$ cat src/rtl/dmem_responder.sv
// Single-cycle CPU data-port responder: word RAM with combinational read plus an
// optional MMIO cycle timer with compare interrupt, enabled by DMEM_MMIO_TIMER_EN.
module dmem_responder #(
  parameter int DEPTH = 64
) (
  input  logic        clk,
  input  logic        reset,
  input  logic        MemWrite,
  input  logic [31:0] ALUResult,
  input  logic [31:0] WriteData,
  output logic [31:0] ReadData,
  output logic        Irq
);

  localparam int          AW        = $clog2(DEPTH);
  localparam logic [31:0] RAM_BYTES = 32'(DEPTH * 4);

  logic          w_is_ram;
  logic          w_ram_we;
  logic [AW-1:0] w_ram_idx;
  logic [31:0]   r_mem [DEPTH];

  assign w_is_ram  = (ALUResult < RAM_BYTES);
  assign w_ram_idx = ALUResult[AW+1:2];
  assign w_ram_we  = MemWrite && w_is_ram && reset;

  // NOTE: the RAM array has no reset branch; clearing a memory costs a write
  // port per word, and software never relies on power-up contents.
  always_ff @(posedge clk) begin
    if (w_ram_we) begin
      r_mem[w_ram_idx] <= WriteData;
    end
  end

`ifdef DMEM_MMIO_TIMER_EN

  typedef enum logic [1:0] {
    REG_CYCLE   = 2'd0,
    REG_COMPARE = 2'd1,
    REG_STATUS  = 2'd2,
    REG_CTRL    = 2'd3
  } mmio_reg_e;

  logic        w_is_mmio;
  logic        w_mmio_wr;
  logic        w_match_set;
  logic        w_match_clr;
  mmio_reg_e   w_reg;
  logic [31:0] r_cycle;
  logic [31:0] r_compare;
  logic        r_match;
  logic        r_ien;

  // Misaligned offsets inside the timer window behave as unmapped.
  assign w_is_mmio   = (ALUResult[31:4] == 28'hFFFF000) && (ALUResult[1:0] == 2'b00);
  assign w_reg       = mmio_reg_e'(ALUResult[3:2]);
  assign w_mmio_wr   = MemWrite && w_is_mmio;
  assign w_match_set = (r_cycle == r_compare);
  assign w_match_clr = w_mmio_wr && (w_reg == REG_STATUS) && WriteData[0];

  // NOTE: sequential state uses non-blocking assignments so every register
  // samples pre-edge values; the match compare relies on the old COMPARE.
  always_ff @(posedge clk or negedge reset) begin
    if (!reset) begin
      r_cycle   <= 32'h0000_0000;
      r_compare <= 32'hFFFF_FFFF;
      r_match   <= 1'b0;
      r_ien     <= 1'b0;
    end else begin
      r_cycle <= r_cycle + 32'd1;
      r_match <= w_match_set || (r_match && !w_match_clr);
      if (w_mmio_wr && (w_reg == REG_COMPARE)) begin
        r_compare <= WriteData;
      end
      if (w_mmio_wr && (w_reg == REG_CTRL)) begin
        r_ien <= WriteData[0];
      end
    end
  end

  assign Irq = r_match && r_ien;

  // NOTE: ReadData gets a default before any branch so no latch is inferred.
  always_comb begin
    ReadData = 32'h0000_0000;
    if (w_is_ram) begin
      ReadData = r_mem[w_ram_idx];
    end else if (w_is_mmio) begin
      case (w_reg)
        REG_CYCLE:   ReadData = r_cycle;
        REG_COMPARE: ReadData = r_compare;
        REG_STATUS:  ReadData = {31'b0, r_match};
        REG_CTRL:    ReadData = {31'b0, r_ien};
        default:     ReadData = 32'h0000_0000;
      endcase
    end
  end

`else

  assign Irq = 1'b0;

  always_comb begin
    ReadData = 32'h0000_0000;
    if (w_is_ram) begin
      ReadData = r_mem[w_ram_idx];
    end
  end

`endif

endmodule

$ cat config.mk
export PLATFORM = sky130hd
export DESIGN_NAME = dmem_responder
export DESIGN_NICKNAME = d
export VERILOG_FILES = /design/src/rtl/dmem_responder.sv
export SDC_FILE = /design/constraint.sdc
export NUM_CORES = 2
export LEC_CHECK = 0
export BUFFER_PORTS_ARGS = -buffer_cell sky130_fd_sc_hd__buf_4
export CAP_MARGIN = 0
export CORE_ASPECT_RATIO = 0.7
export CORE_MARGIN = 5
export CORE_UTILIZATION = 45
export CTS_BUF_LIST = sky130_fd_sc_hd__clkbuf_8
export DETAILED_ROUTE_END_ITERATION = 16
export HOLD_SLACK_MARGIN = 0.03
export PLACE_DENSITY = 0.68
export SLEW_MARGIN = 25
export SYNTH_ARGS = -nofsm -noshare
export SYNTH_HDL_FRONTEND = slang
export SYNTH_SLANG_ARGS = --single-unit
$ cat constraint.sdc
create_clock -name clk -period 8 [get_ports clk]
set_clock_uncertainty 0.1 [all_clocks]
set_input_delay 0.4 -clock clk [delete_from_list [all_inputs] [get_ports clk]]
set_output_delay 0.4 -clock clk [all_outputs]
set_load 0.01 [all_outputs]
==> key figures <==
Clocking
  • Clock Path Buffers: 4
  • CTS tree: done
  • Setup bufs post-CTS: 0
  • Clock transition at path regs: ~70 ps
  • CTS Buf Count: a little under 300
  • CTS root buf: clkbuf_8
  • H-tree lvl count: 5
  • CTS sink count: approximately 2000

Synth
  • Cell taking the most area after synthesis: edfxtp_1
  • Largest family of logic cells by synthesized area: multiplexers
  • Synth Area in Compound Gates: around 7.5%
  • Synth Area in Adders: 0%
  • Syn_nets: 4228
  • Mapped Area: around 0.079 sq mm
  • Asr flop ratio synth: 0%
  • Most used DFF post-synth: edfxtp_1
  • Area contributors post-synth: edfxtp_1 78%, mux4_2 4.3%, mux2_2 2.5%
  • Post-synthesis cell type count: between 70 and 80
  • Synth Area in XOR/XNOR: 0%
  • Post-synth top area share: approximately 78%
  • Post-Synth Simple-Gate Area: between 2 and 3%
  • Yosys warns: 0
  • Multiplexer area fraction after synthesis: about a tenth
  • Avg Inst Size Synth: about 19 sq um
  • Cells after synthesis: roughly 4200
  • Number of synthesized register bits: 2048
  • Sequential area share after synthesis: 77.6%
  • Number of synthesized flops with an enable pin: a little over 2000

Pwr
  • Pwr Density: 230 mW/mm^2
  • Total Power: 0.0203 W
  • Pleak: ~28 nW
  • Max IR drop VDD: between 0.00015 and 0.0002 V

Placed design
  • GP Congestion: between 0.8 and 0.9
  • Post-placement cell count: 6471
  • Post-DP HPWL: 137000 um
  • Setup WS pre-CTS: slightly below 3000 ps
  • Buffers added on ports: 96

Die
  • Die extent in x: between 500 and 600 um
  • Io pins: 100
  • DIE AREA: ~0.18 sq mm
  • Row count: 128
  • Die height: around 360 um
  • Starting density of the core: between 40% and 50%
  • Core Area: between 0.15 and 0.2 sq mm

Global routing
  • Largest net degree at the start of global routing: about 100
  • GRT overflow: 0
  • Total GRT Usage: 25.9%
  • Vias in the first global route: 44100
  • Initial antenna violation count: 16
  • First-pass GRT wire length: ~340000 um

Route
  • Vias per cell: between 6 and 7
  • Final WL: approximately 250000 um
  • # DRC: 0
  • WL/cell: ~35 um
  • Vias: 46000
  • Pre-Repair DR Iteration Count: 5
  • Detailed Route Iter0 Violations: between 8000 and 9000
  • DRT antenna net count: 0

Layout
  • Max reg flops: slightly above 2000
  • Largest regs: r_mem (2048)
  • Fillers: around 14000
  • Most common cell after layout, fill and taps aside: edfxtp_1
  • Most flops, register: r_mem
  • Most frequent cells in the layout: 2048 x edfxtp_1, 297 x clkbuf_8, 277 x o22ai_1
  • Layout cells sized above 1: 21.7%
  • Fin nets: 4527
  • P&R area growth vs syn: 11.3%
  • Count of non-filler cells in the finished layout: ~7000

Critical path
  • CP Capture Type: output pin
  • Critical Path AT: ~4700 ps
  • Crit path launch type: input port
  • Setup CP Type: input port to output pin
  • Crit path required time: around 7500 ps
  • Crit path max fanout: 70

STA
  • Slew Limit Fails: 0
  • Final worst path period share: between 60% and 70%
  • RSZ-0062 raised after global routing: no
  • PnR worst setup slack: 2840 ps
  • Rel. slew slack: between 20% and 30%
  • # setup viols final: 0
  • Worst-Margin Slew: around 1200 ps
  • Post-layout min period: just over 5000 ps
  • Fmax: about 190 MHz
  • Final-report hold violation count: 0
  • Final setup TNS: 0 ps

Run status
  • Status: finished clean

Hold path
  • Hold Path Class: input port to flip-flop

Flow run
  • Max-cap violations: 0
## critical path, cell delays in order
cell	delay, ps
buf_8	540
buf_4	550
nand2b_2	290
buf_4	510
buf_4	490
o22ai_1	130
a211o_1	330
a21oi_1	160
o2111ai_1	340
nor3_1	500
buf_4	200
## cells by family (layout without fill, tap and decap cells)
family                 after synthesis  in the layout
AOI/OAI and AO/OA                  865            865
muxes                              500            500
buffers and inverters              288            768
other                                1             13
DFF                               2048           2048
and+or+nand+nor                    459            459
## cell usage after synthesis, drive strengths merged (6+ instances only)
library cell,count
a211oi,21
a21oi,119
a221o,8
a221oi,41
a222oi,8
a22o,16
a22oi,21
a2bb2oi,32
a31oi,9
a32o,8
a32oi,10
and3,8
and4,6
buf,226
clkbuf,56
edfxtp,2048
inv,6
mux2,174
mux2i,135
mux4,191
nand2,169
nand2b,8
nand3,17
nor2,171
nor2b,11
nor3,14
nor4,26
o211ai,10
o21ai,110
o221ai,129
o22a,13
o22ai,277
or3,7
## layout make-up
class / instances / area, sq um / area share (%)
diodes: 12 / 30.0 / 0.0340
clock buffers: 297 / 4090 / 4.63
clock inverters: 179 / 801 / 0.908
inverters: 6 / 32.5 / 0.0369
multi-input cells: 1825 / 16400 / 18.6
flip-flops and latches: 2048 / 61500 / 69.7
well taps: 2340 / 2930 / 3.32
repair buffers: 286 / 2460 / 2.79
## final timing paths
| check | start | end | depth (start not counted) | slack (ps) |
|---|---|---|---|---|
| worst max-delay path | ALUResult[3] | ReadData[2] | 11 | 2840 |
| worst min-delay path | ALUResult[7] | r_mem[40][14]$_DFFE_PP_ | 4 | 420 |
## metal layers
| metal | part of all wire [%] | routed length, um | track usage, % | vias up |
|---|---|---|---|---|
| met3 | 15 | 35800 | 8.34 | 608 |
| met4 | 4.5 | 11000 | 10.6 | 6 |
| met5 | 0.10 | 253 | 0 | - |
| met2 | 43 | 105000 | 36.8 | 3759 |
| met1 | 38 | 94200 | 37.1 | 23700 |
| li1 | - | - | - | 17900 |
## power breakdown
part / internal, W / switching, W / total, W
Clock: 0.00352 / 0.00389 / 0.00741
Combinational: 0.000315 / 0.000769 / 0.00108
Sequential: 0.0118 / 0.00000000000164 / 0.0118
Total: 0.0156 / 0.00465 / 0.0203
## through the flow
stage,util [%],instance area [sq um],hold WS [ps]
after floorplan,-,79300,399
after detailed placement,47.5,82900,859
after global placement,47.4,82800,839
final,50.5,88200,417
after global routing,50.5,88200,387
after CTS,50.5,88100,319
## what timing repair did
item	4_1_cts	5_1_grt
hold buffers	32	0
hold endpoints to repair	2048	0
gates resized for setup	0	0
Note: power is estimated with default switching activity, not from simulation.
